[src/rtl/ads127l01_emu.sv]
// ads127l01_emu
//   Emulates the converter side of an ADS127L01 frame-sync serial link. Parallel
//   samples arrive on an AXI4-Stream slave, are held in a one-deep buffer and
//   are shifted out MSB first, one frame per sample, on sck/fsync/dout. The
//   block follows the receiver's start/reset_n controls like the real device.
//
// Ports
//   clk, rst_n        clock, asynchronous active-low reset
//   en                block enable (low aborts to IDLE)
//   start             run request; falling edge finishes the current frame
//   reset_n           converter reset, active low (low aborts to IDLE)
//   s_axis_*          sample input; tready is registered and means "buffer empty"
//   sck, fsync, dout  serial link; dout/fsync change on the sck falling edge
//   underflow         sticky, set when a frame starts with nothing buffered
module ads127l01_emu #(
  parameter int DW         = 24,
  parameter int FRAME_BITS = 32,
  parameter int SCK_DIV    = 4
) (
  input  logic          clk,
  input  logic          rst_n,
  input  logic          en,
  input  logic          start,
  input  logic          reset_n,
  input  logic          s_axis_tvalid,
  output logic          s_axis_tready,
  input  logic [DW-1:0] s_axis_tdata,
  output logic          sck,
  output logic          fsync,
  output logic          dout,
  output logic          underflow
);

  localparam int DCW = (SCK_DIV > 2) ? $clog2(SCK_DIV) : 1;
  localparam int BCW = (FRAME_BITS > 2) ? $clog2(FRAME_BITS) : 1;
  localparam logic [DCW-1:0] DIV_LAST = DCW'(SCK_DIV - 1);
  localparam logic [DCW-1:0] DIV_RISE = DCW'(SCK_DIV / 2 - 1);
  localparam logic [BCW-1:0] BIT_LAST = BCW'(FRAME_BITS - 1);

  typedef enum logic [1:0] {IDLE, RUN, STOPPING} state_t;

  state_t          state_q, state_d;
  logic [DCW-1:0]  div_q, div_d;
  logic [BCW-1:0]  bit_q, bit_d;
  logic [DW-1:0]   buf_q, buf_d;
  logic            buf_vld_q, buf_vld_d;
  logic [DW-1:0]   shreg_q, shreg_d;
  logic            sck_q, sck_d;
  logic            fsync_q, fsync_d;
  logic            dout_q, dout_d;
  logic            uf_q, uf_d;
  logic            tready_q, tready_d;

  logic            div_wrap, frame_end, frame_start;
  logic [DW-1:0]   load_word;

  always_comb begin
    state_d     = state_q;
    div_d       = div_q;
    bit_d       = bit_q;
    buf_d       = buf_q;
    buf_vld_d   = buf_vld_q;
    shreg_d     = shreg_q;
    sck_d       = sck_q;
    fsync_d     = fsync_q;
    dout_d      = dout_q;
    uf_d        = uf_q;
    div_wrap    = (div_q == DIV_LAST);
    frame_end   = div_wrap && (bit_q == BIT_LAST);
    frame_start = 1'b0;
    load_word   = buf_vld_q ? buf_q : '0;

    if (!en || !reset_n) begin
      // abort wins over everything: quiet link, flushed buffer, flag cleared
      state_d   = IDLE;
      div_d     = '0;
      bit_d     = '0;
      sck_d     = 1'b0;
      fsync_d   = 1'b0;
      dout_d    = 1'b0;
      buf_vld_d = 1'b0;
      uf_d      = 1'b0;
    end else begin
      case (state_q)
        IDLE: begin
          if (start) begin
            state_d     = RUN;
            frame_start = 1'b1;
          end
        end
        default: begin
          if (state_q == RUN && !start)     state_d = STOPPING;
          if (state_q == STOPPING && start) state_d = RUN;
          div_d = div_wrap ? '0 : div_q + 1'b1;
          if (div_q == DIV_RISE) sck_d = 1'b1;
          if (div_wrap) begin
            sck_d = 1'b0;
            bit_d = frame_end ? '0 : bit_q + 1'b1;
            if (!frame_end) begin
              // zeros shift in from the bottom, so bits past DW read as 0
              fsync_d = 1'b0;
              dout_d  = shreg_q[DW-2];
              shreg_d = shreg_q << 1;
            end else if (state_q == STOPPING && !start) begin
              state_d = IDLE;
              fsync_d = 1'b0;
              dout_d  = 1'b0;
            end else begin
              frame_start = 1'b1;
            end
          end
        end
      endcase

      if (frame_start) begin
        fsync_d   = 1'b1;
        shreg_d   = load_word;
        dout_d    = load_word[DW-1];
        buf_vld_d = 1'b0;
        if (!buf_vld_q) uf_d = 1'b1;
      end

      // tready is only high with the buffer empty, so this never races the
      // drain above; a fill on a frame-start edge is kept for the next frame
      if (s_axis_tvalid && tready_q) begin
        buf_d     = s_axis_tdata;
        buf_vld_d = 1'b1;
      end
    end

    tready_d = !buf_vld_d;
  end

  always_ff @(posedge clk or negedge rst_n) begin
    if (!rst_n) begin
      state_q   <= IDLE;
      div_q     <= '0;
      bit_q     <= '0;
      buf_q     <= '0;
      buf_vld_q <= 1'b0;
      shreg_q   <= '0;
      sck_q     <= 1'b0;
      fsync_q   <= 1'b0;
      dout_q    <= 1'b0;
      uf_q      <= 1'b0;
      tready_q  <= 1'b1;
    end else begin
      state_q   <= state_d;
      div_q     <= div_d;
      bit_q     <= bit_d;
      buf_q     <= buf_d;
      buf_vld_q <= buf_vld_d;
      shreg_q   <= shreg_d;
      sck_q     <= sck_d;
      fsync_q   <= fsync_d;
      dout_q    <= dout_d;
      uf_q      <= uf_d;
      tready_q  <= tready_d;
    end
  end

  assign s_axis_tready = tready_q;
  assign sck           = sck_q;
  assign fsync         = fsync_q;
  assign dout          = dout_q;
  assign underflow     = uf_q;

endmodule

[config.mk]
export PLATFORM = sky130hd
export DESIGN_NAME = ads127l01_emu
export DESIGN_NICKNAME = d
export VERILOG_FILES = /design/src/rtl/ads127l01_emu.sv
export SDC_FILE = /design/constraint.sdc
export NUM_CORES = 1
export LEC_CHECK = 0
export CAP_MARGIN = 10
export CORE_UTILIZATION = 59
export DETAILED_ROUTE_END_ITERATION = 6
export PLACE_DENSITY_LB_ADDON = 0.05
export SLEW_MARGIN = 20
export SYNTH_ARGS = -nofsm -noshare
export SYNTH_HDL_FRONTEND = slang
export SYNTH_SLANG_ARGS = --single-unit
[constraint.sdc]
create_clock -name clk -period 6.1 [get_ports clk]
set_clock_uncertainty 0.2 [all_clocks]
set_input_delay 1.22 -clock clk [delete_from_list [all_inputs] [get_ports clk]]
set_output_delay 1.22 -clock clk [all_outputs]
set_load 0.02 [all_outputs]
==> results of run 1 <==
[metrics by stage]
| stage | hold slack, ns | instance area, um2 | utilization [%] | std cells |
|---|---|---|---|---|
| 3_5_place_dp | 0.279 | 3080 | 69.2 | 328 |
| 6_report | 0.287 | 3290 | 74.0 | 344 |
| 4_1_cts | 0.293 | 3290 | 74.0 | 344 |
| 5_1_grt | 0.318 | 3290 | 74.0 | 344 |
| 3_3_place_gp | 0.274 | 3080 | 69.2 | 328 |
| 2_1_floorplan | 0.265 | 2800 | - | 258 |
[state kept, by name, indices dropped and copies added (netlist names), 2 cells and up]
name     count
buf_q       24
shreg_q     23
bit_q        5
div_q        2
state_q      2
[worst max-delay path, cell delays in order]
cell	delay, ns
sky130_fd_sc_hd__clkdlybuf4s50_1	0.47
sky130_fd_sc_hd__and2_1	0.36
sky130_fd_sc_hd__o311a_1	0.73
sky130_fd_sc_hd__buf_4	0.37
sky130_fd_sc_hd__nor2_1	0.06
sky130_fd_sc_hd__a31oi_1	0.15
[final cells by class]
type / instances / area [um2]
clock buffer: 10 / 128
clock inverter: 6 / 86.3
fill: 317 / 1150
inverter: 3 / 11.3
multi-input combinational: 175 / 1100
sequential: 62 / 1550
tap: 52 / 65.1
timing repair buffer: 36 / 350
[worst paths after layout]
check | endpoint | slack [ns] | depth (start not counted)
worst min register to register | underflow$_DFFE_PN0P_ | 0.29 | 1
max in group asynchronous | buf_q[13]$_DFFE_PN0P_ | 4.38 | 2
worst max-delay path | shreg_q[21]$_DFFE_PN0P_ | 2.78 | 6
worst max register to register | dout$_DFFE_PN0P_ | 3.14 | 7
worst min-delay path | underflow$_DFFE_PN0P_ | 0.29 | 1
min in group asynchronous | bit_q[2]$_DFFE_PN0P_ | 0.84 | 2
[per-layer routing]
layer	track usage (%)	up-vias	part of all wire (%)	wire length [um]
li1	-	966	-	-
met5	0	-	0	0
met4	12.7	0	2.4	119
met2	36.8	40	50	2480
met1	27.7	969	45	2210
met3	5.56	13	3.3	165
[power breakdown]
part / total (W) / switching (W) / internal (W) / leakage (nW)
logic: 0.000142 / 0.0000662 / 0.0000758 / 0.524
registers: 0.000527 / 0.0000422 / 0.000485 / 0.753
clock network: 0.000387 / 0.000158 / 0.000229 / 0.106
[synth_stat cells (all sizes together) (2+ instances only)]
library cell   n  share of area [%]
buf           18                4.8
dfrtp         61                 55
nor3b          2               0.54
mux2          25                 10
nor2          35                4.7
o21a           2               0.54
ha             4                1.8
a21oi         11                2.4
nand2         26                3.5
and2           2               0.45
a31oi         23                5.1
nand3         25                4.9
o21ai          6                1.2
inv            3               0.40
[cell families (layout without fill, tap and decap cells)]
logic type	Yosys count	after routing	share of synthesized area, %
and+or+nand+nor	98	98	16.1
DFF	62	62	55.6
AOI/OAI and AO/OA	48	48	11.2
muxes	25	25	10.1
buffers and inverters	21	55	5.24
adders and majority gates	4	4	1.79
==> results.py, run 1 <==
metrics = {
    "synthesis": {
        "synth_cells": 258,
        "post_synth_num_cell_types": 36,
        "ys.warnings.count": 0,
        "synth-edff-count": 0,
        "syn_avg_cell_area_um2": 10.8,
        "asyncSetResetFlopFracSynth_pct": 100,
        "area_of_the_mapped_netlist_um2": 2800,
        "synth-main-ff-cell": "sky130_fd_sc_hd__dfrtp_1",
        "seq_area_frac_synth_pct": 55.6,
        "ys_ff_latch": 62,
        "synth.net_count": 292,
    },
    "drt": {
        "dr_total_vias": 1988,
        "drt_wl_total_mm": 4.98,
        "drt_drc_violations_left": 0,
        "drt-pass1-iter-count": 6,
        "detail-route-antenna-nets": 0,
        "drt_iter0_markers": 111,
        "route.detailed.wl_per_inst_um": 14.5,
        "post_drt_via_cell_ratio": 5.78,
    },
    "floorplan": {
        "die_w_um": 70.8,
        "fp.dieH_um": 70.8,
        "core_area_um2": 4440,
        "placementRows": 24,
        "initial_util_pct": 62.9,
        "floorplan.io_pins": 35,
        "floorplan.die_area_um2": 5020,
    },
    "sta": {
        "timing.final.ws_setup_ns": 2.78,
        "timing_max_transition_violations_final": 0,
        "layout_worst_path_cycle_share_pct": 54.4,
        "max-slew-margin-rel_pct": 34.2,
        "worst_pin_slew_ns": 0.986,
        "timing.final.setup_violations": 0,
        "final_hold_viols": 0,
        "clock.fmax_mhz": 301,
        "post-route-min-period_ns": 3.32,
        "totalNegativeSetupSlack_ns": 0,
        "grt_setup_unrepaired": "false",
    },
    "final_layout": {
        "insertedDiodeCount": 0,
        "finalNetCount": 321,
        "areaGrowthSynthToFinish_pct": 17.7,
        "post_route_cells_drive_above_1_share_pct": 15.4,
        "most-common-layout-cells": "sky130_fd_sc_hd__dfrtp_1 (61), sky130_fd_sc_hd__nor2_1 (35), sky130_fd_sc_hd__clkdlybuf4s50_1 (33), sky130_fd_sc_hd__nand2_1 (26), sky130_fd_sc_hd__nand3_1 (24)",
        "final_common_cell": "sky130_fd_sc_hd__dfrtp_1",
    },
    "placement": {
        "place.gp.congestion": 0.757,
        "place_hpwl_mm": 3.16,
        "place_worst_setup_slack_ns": 2.43,
        "port_buffers": 34,
    },
    "setup_path": {
        "capturing_element_type_of_the_critical_path": "flip-flop",
        "criticalPathCategory": "primary input to flip-flop",
        "crit_required_ns": 6.16,
        "crit_fanout": 24,
        "timing.critical_path.from_type": "primary input",
        "critPathLaunch": "reset_n",
        "worst_ep_arrival_time_ns": 3.38,
        "reg2reg_from": "bit_q[0]$_DFFE_PN0P_",
    },
    "worst_hold_path": {
        "min_from": "underflow$_DFFE_PN0P_",
        "hold_path_class": "flip-flop to flip-flop",
    },
    "cts": {
        "cts.repair_timing.setup_buffer_count": 0,
        "clkSinkCount": 62,
        "worst_skew_pair.late_latency_ns": 0.34,
        "tritoncts_clock_tree": "built",
        "cts_inserted_buffers": 9,
        "cts_hold_buffers": 0,
        "cts-root-to-sink-buffers": 2,
        "clock_pin_slew_reported_for_the_worst_setup_and_hold_paths_after_clock_tree_synthesis_ns": 0.07,
        "cts-resized-gates": 0,
        "cts_root_buf": "sky130_fd_sc_hd__clkbuf_8",
        "htreeDepth": 3,
    },
    "global_route": {
        "number_of_global_route_vias_before_repair": 1906,
        "grt_antenna_before_repair": 0,
        "globalRoute.totalOverflow": 0,
        "groute.usage.overall_pct": 22.5,
        "grt_start_max_net_pins": 63,
        "first_pass_grt_wire_length_mm": 8.56,
    },
    "status": {
        "result_of_the_run": "finished clean",
    },
    "power": {
        "power.leakage_nw": 1.38,
        "report.power.total_w": 0.00106,
        "vdd_drop_max_v": 0.000188,
        "power_per_cell_area_nw_per_um2": 321,
    },
    "run": {
        "cap_violations": 0,
    },
}
No activity file was read; power rests on OpenSTA's default activity.
==> inputs of run 2 (changes only) <==
- CORE_UTILIZATION: 59 -> 49
- clock period: 6.1 -> 2.98 ns (I/O delays scaled with it)
==> run 2 against run 1 <==
Against the previous run:
- flip-flop and latch count is the same
- combinational power is 110% higher
- register-to-register slack got worse by 2.7 ns
- worst hold slack got worse by 0.22 ns
- routed wire length grew 2.2%
- sequential share of layout area fell by 0.92 points
- final cell count increased by 6.4%
- die area grew 20%
- via count is 1.1% lower
- worst setup slack worse by 2.3 ns
- critical path type is now flip-flop to flip-flop
- highest routed layer unchanged
==> results.py, run 2 (synthesis results as in run 1) <==
metrics = {
    "placement": {
        "place_hpwl_mm": 3.24,
        "port_buffers": 34,
        "place.gp.congestion": 0.750,
        "place_worst_setup_slack_ns": 0.409,
    },
    "drt": {
        "detail-route-antenna-nets": 0,
        "route.detailed.wl_per_inst_um": 13.9,
        "drt_wl_total_mm": 5.08,
        "post_drt_via_cell_ratio": 5.37,
        "drt_drc_violations_left": 0,
        "drt_iter0_markers": 98,
        "drt-pass1-iter-count": 4,
        "dr_total_vias": 1967,
    },
    "global_route": {
        "globalRoute.totalOverflow": 0,
        "grt_start_max_net_pins": 47,
        "grt_antenna_before_repair": 0,
        "first_pass_grt_wire_length_mm": 9.16,
        "number_of_global_route_vias_before_repair": 1910,
        "groute.usage.overall_pct": 20.0,
    },
    "sta": {
        "layout_worst_path_cycle_share_pct": 84.4,
        "timing_max_transition_violations_final": 0,
        "post-route-min-period_ns": 2.51,
        "timing.final.setup_violations": 0,
        "grt_setup_unrepaired": "false",
        "max-slew-margin-rel_pct": 42.9,
        "clock.fmax_mhz": 398,
        "timing.final.ws_setup_ns": 0.466,
        "final_hold_viols": 0,
        "totalNegativeSetupSlack_ns": 0,
        "worst_pin_slew_ns": 0.857,
    },
    "power": {
        "flop_pwr_share_pct": 50.6,
        "switching_power_w": 0.000543,
        "power_report.internal_total_w": 0.00159,
        "power.combinational.fraction_pct": 14.0,
        "netSwitchingFraction_pct": 25.5,
        "power.leakage_nw": 1.40,
        "power_per_cell_area_nw_per_um2": 635,
        "vdd_drop_max_v": 0.000326,
        "power.clock.fraction_pct": 35.4,
    },
    "setup_path": {
        "worst_ep_arrival_time_ns": 2.56,
        "criticalPathCategory": "flip-flop to flip-flop",
        "crit_fanout": 16,
        "reg2reg_from": "bit_q[0]$_DFFE_PN0P_",
        "capturing_element_type_of_the_critical_path": "flip-flop",
        "crit_required_ns": 3.03,
        "critPathLaunch": "bit_q[0]$_DFFE_PN0P_",
        "timing.critical_path.from_type": "flip-flop",
    },
    "cts": {
        "worst_skew_pair.late_latency_ns": 0.34,
        "htreeDepth": 3,
        "cts.repair_timing.setup_buffer_count": 0,
        "clock_pin_slew_reported_for_the_worst_setup_and_hold_paths_after_clock_tree_synthesis_ns": 0.07,
        "tritoncts_clock_tree": "built",
        "cts_inserted_buffers": 9,
        "cts_root_buf": "sky130_fd_sc_hd__clkbuf_8",
        "cts-root-to-sink-buffers": 2,
        "cts-resized-gates": 0,
        "cts_hold_buffers": 0,
        "clkSinkCount": 62,
    },
    "floorplan": {
        "placementRows": 27,
        "core_area_um2": 5510,
        "floorplan.die_area_um2": 6010,
        "fp.dieH_um": 77.5,
        "initial_util_pct": 50.8,
        "floorplan.io_pins": 35,
        "die_w_um": 77.5,
    },
    "final_layout": {
        "ff_latch_area_um2": 1550,
        "finalNetCount": 323,
        "most-common-layout-cells": "sky130_fd_sc_hd__dfrtp_1 (61), sky130_fd_sc_hd__nor2_1 (35), sky130_fd_sc_hd__clkdlybuf4s50_1 (33), sky130_fd_sc_hd__nand2_1 (26), sky130_fd_sc_hd__nand3_1 (24)",
        "utilization_pct": 60.9,
        "areaGrowthSynthToFinish_pct": 20.0,
        "post_route_cells_drive_above_1_share_pct": 15.6,
        "register_with_the_most_flip_flops": "buf_q",
        "fillers": 474,
        "final_common_cell": "sky130_fd_sc_hd__dfrtp_1",
        "insertedDiodeCount": 0,
        "largest_reg_flops": 24,
        "largestRegisters": "buf_q (24), shreg_q (23), bit_q (5)",
        "multiInputGateArea_um2": 1100,
    },
    "run": {
        "cap_violations": 0,
    },
    "worst_hold_path": {
        "hold_path_class": "primary input to asynchronous set/reset pin",
    },
    "status": {
        "result_of_the_run": "finished clean",
    },
}
run 2: cell count changes in the layout (fill, tap and decap cells not counted), sizes merged:
cell | previous run | this run
bufinv | 2 | 1
clkbuf | 10 | 13
buf | 3 | 5
clkinv | 3 | 1
run 2: metrics by stage:
| stage | power, W | std cells | hold WS, ns | cell area, um2 |
|---|---|---|---|---|
| after floorplan | 0.00128 | 258 | 0.100 | 2800 |
| after global placement | 0.00139 | 350 | 0.276 | 3150 |
| after detailed placement | 0.00140 | 350 | 0.282 | 3150 |
| after CTS | 0.00216 | 366 | 0.0793 | 3350 |
| after global routing | 0.00225 | 366 | 0.107 | 3350 |
| final | 0.00213 | 366 | 0.0686 | 3350 |
run 2: routing by layer:
metal	vias up	track usage (%)	share of wire [%]
li1	971	-	-
met1	953	27.4	51
met2	32	28.4	43
met3	11	5.53	3.0
met4	0	11.1	2.7
met5	-	0	0
run 2: worst max-delay path: stages (launching register included):
cell and delay, ns:
sky130_fd_sc_hd__dfrtp_1 0.42, sky130_fd_sc_hd__ha_1 0.23, sky130_fd_sc_hd__and3_1 0.19, sky130_fd_sc_hd__ha_1 0.28
sky130_fd_sc_hd__and2_1 0.22, sky130_fd_sc_hd__o22ai_2 0.34, sky130_fd_sc_hd__buf_4 0.30, sky130_fd_sc_hd__nand2_1 0.08
sky130_fd_sc_hd__a31oi_1 0.17
run 2: layout make-up:
type                       instances  share of cell area (%)
clock buffer                      13                    4.74
tap                               72                    2.69
inverter                           3                   0.336
multi-input combinational        175                    32.7
clock inverter                     3                    1.27
sequential                        62                    46.3
timing repair buffer              38                    12.0
run 2: path summary, 6_finish.rpt:
path                                      endpoint  slack, ns  cells past startpoint
setup / recovery           shreg_q[17]$_DFFE_PN0P_       0.47                      8
hold / removal              state_q[0]$_DFFE_PN0P_       0.07                      1
setup reg to reg           shreg_q[17]$_DFFE_PN0P_       0.47                      8
hold reg to reg              buf_q[14]$_DFFE_PN0P_       0.29                      1
max in group asynchronous  s_axis_tready$_DFF_PN1_       1.84                      2
min in group clk             buf_q[14]$_DFFE_PN0P_       0.29                      1
run 2: power by group through the flow:
stage	logic [W]	registers [W]	clock network (W)
finish	0.000298	0.00108	0.000755
global route	0.000339	0.00110	0.000807
CTS	0.000304	0.00108	0.000774
global placement	0.000295	0.00109	0
floorplan	0.000213	0.00107	0
detailed placement	0.000303	0.00109	0
==> inputs of run 3 (changes only) <==
- CORE_UTILIZATION: 49 -> 55
- clock period: 2.98 -> 2.6 ns (I/O delays scaled with it)
==> run 3 against run 2 <==
Against the previous run:
- core utilization grew 9.8 points
- non-clock buffer count is 3 higher
- register-to-register slack worse by 0.24 ns
- critical endpoint is now shreg_q[19]$_DFFE_PN0P_
- worst setup slack got worse by 0.24 ns
==> results.py, run 3 (synthesis results as in run 1) <==
metrics = {
    "global_route": {
        "grt_antenna_before_repair": 0,
        "grt_start_max_net_pins": 63,
        "number_of_global_route_vias_before_repair": 1890,
        "groute.usage.overall_pct": 22.3,
        "first_pass_grt_wire_length_mm": 8.88,
        "globalRoute.totalOverflow": 0,
    },
    "sta": {
        "max-slew-margin-rel_pct": 70.6,
        "clock.fmax_mhz": 421,
        "timing_max_transition_violations_final": 0,
        "totalNegativeSetupSlack_ns": 0,
        "final_hold_viols": 0,
        "layout_worst_path_cycle_share_pct": 91.4,
        "timing.final.setup_violations": 0,
        "grt_setup_unrepaired": "false",
        "worst_pin_slew_ns": 0.442,
        "post-route-min-period_ns": 2.38,
    },
    "final_layout": {
        "areaGrowthSynthToFinish_pct": 21.8,
        "most-common-layout-cells": "sky130_fd_sc_hd__dfrtp_1 (61), sky130_fd_sc_hd__nor2_1 (35), sky130_fd_sc_hd__clkdlybuf4s50_1 (33), sky130_fd_sc_hd__nand2_1 (26), sky130_fd_sc_hd__nand3_1 (24)",
        "final_common_cell": "sky130_fd_sc_hd__dfrtp_1",
        "register_with_the_most_flip_flops": "buf_q",
        "design_area_um2": 3410,
        "finalNetCount": 326,
        "multiInputGateArea_um2": 1100,
        "largestRegisters": "buf_q (24), shreg_q (23), bit_q (5)",
        "utilization_pct": 70.7,
        "post_route_cells_drive_above_1_share_pct": 16.5,
        "largest_reg_flops": 24,
        "ff_latch_area_um2": 1550,
        "fillers": 403,
        "insertedDiodeCount": 0,
    },
    "power": {
        "switching_power_w": 0.000614,
        "flop_pwr_share_pct": 48.3,
        "vdd_drop_max_v": 0.000427,
        "netSwitchingFraction_pct": 24.0,
        "power_per_cell_area_nw_per_um2": 752,
        "power_report.internal_total_w": 0.00195,
        "power.combinational.fraction_pct": 13.7,
        "power.clock.fraction_pct": 38.0,
        "power.leakage_nw": 1.43,
    },
    "floorplan": {
        "floorplan.io_pins": 35,
        "die_w_um": 73.3,
        "initial_util_pct": 58.0,
        "fp.dieH_um": 73.3,
        "placementRows": 25,
        "floorplan.die_area_um2": 5370,
        "core_area_um2": 4820,
    },
    "cts": {
        "clock_pin_slew_reported_for_the_worst_setup_and_hold_paths_after_clock_tree_synthesis_ns": 0.07,
        "tritoncts_clock_tree": "built",
        "worst_skew_pair.late_latency_ns": 0.33,
        "htreeDepth": 3,
        "cts.repair_timing.setup_buffer_count": 0,
        "cts_root_buf": "sky130_fd_sc_hd__clkbuf_8",
        "clkSinkCount": 62,
        "cts-resized-gates": 0,
        "cts-root-to-sink-buffers": 2,
        "cts_inserted_buffers": 9,
    },
    "drt": {
        "drt_drc_violations_left": 0,
        "detail-route-antenna-nets": 0,
        "drt-pass1-iter-count": 5,
        "route.detailed.wl_per_inst_um": 14.1,
        "drt_wl_total_mm": 5.15,
        "drt_iter0_markers": 124,
        "post_drt_via_cell_ratio": 5.45,
        "dr_total_vias": 1983,
    },
    "placement": {
        "place_hpwl_mm": 3.27,
        "place.gp.congestion": 0.767,
        "postPlaceCellArea_um2": 3160,
        "port_buffers": 34,
    },
    "setup_path": {
        "crit_fanout": 17,
        "criticalPathCategory": "flip-flop to flip-flop",
        "crit_required_ns": 2.65,
        "capturing_element_type_of_the_critical_path": "flip-flop",
        "worst_ep_arrival_time_ns": 2.42,
        "timing.critical_path.from_type": "flip-flop",
    },
    "worst_hold_path": {
        "hold_path_class": "flip-flop to flip-flop",
    },
    "run": {
        "cap_violations": 0,
    },
    "status": {
        "result_of_the_run": "finished clean",
    },
}
## run 3: worst paths after layout
path                                      start                 endpoint  slack (ns)  depth (start not counted)
setup / recovery           bit_q[0]$_DFFE_PN0P_  shreg_q[19]$_DFFE_PN0P_        0.22                          8
hold / removal                  sck$_DFFE_PN0P_          sck$_DFFE_PN0P_        0.30                          2
setup reg to reg           bit_q[0]$_DFFE_PN0P_  shreg_q[19]$_DFFE_PN0P_        0.22                          8
hold reg to reg                 sck$_DFFE_PN0P_          sck$_DFFE_PN0P_        0.30                          2
max in group asynchronous                 rst_n  s_axis_tready$_DFF_PN1_        1.35                          3
min in group asynchronous                 rst_n     bit_q[2]$_DFFE_PN0P_        0.51                          3
## run 3: final cells by class
class,instances,share of cell area (%)
Timing Repair Buffer,41,12.6
Sequential cell,62,45.6
Tap cell,67,2.46
Clock buffer,13,4.96
Inverter,3,0.331
Clock inverter,3,1.91
Multi-Input combinational cell,175,32.2
## run 3: power groups by stage
stage | Clock (W) | Combinational (W) | Sequential (W)
final | 0.000974 | 0.000351 | 0.00124
after global routing | 0.00104 | 0.000401 | 0.00125
after CTS | 0.000993 | 0.000357 | 0.00124
after detailed placement | 0 | 0.000354 | 0.00125
after global placement | 0 | 0.000341 | 0.00125
after floorplan | 0 | 0.000244 | 0.00122
## run 3: metal layers
layer	global-route usage (%)	wire length (um)	vias to the layer above
li1	-	-	974
met1	31.2	2480	952
met3	6.86	235	5
met5	0	0	-
met2	32.2	2380	52
met4	9.83	59	0
## run 3: metrics by stage
step	setup slack (ns)	hold slack, ns	instances	power, W
after floorplan	0.477	0.0244	258	0.00147
after global placement	0.149	0.287	347	0.00159
after detailed placement	0.111	0.285	347	0.00161
after CTS	0.225	0.302	364	0.00259
after global routing	0.0341	0.316	364	0.00269
final	0.223	0.296	364	0.00256
## run 3: worst max-delay path, stage by stage (launching register included)
cell and delay (ns):
sky130_fd_sc_hd__dfrtp_1 0.42, sky130_fd_sc_hd__ha_1 0.23, sky130_fd_sc_hd__and3_1 0.19, sky130_fd_sc_hd__ha_1 0.29
sky130_fd_sc_hd__and2_1 0.22, sky130_fd_sc_hd__o22ai_2 0.19, sky130_fd_sc_hd__buf_4 0.27, sky130_fd_sc_hd__nand2_1 0.08
sky130_fd_sc_hd__a31oi_1 0.19
## run 3: timing repair
| item | 4_1_cts | 5_1_grt |
|---|---|---|
| hold endpoints to repair | 26 | 0 |
| setup endpoints to repair | 0 | 0 |
| hold buffers | 1 | 0 |
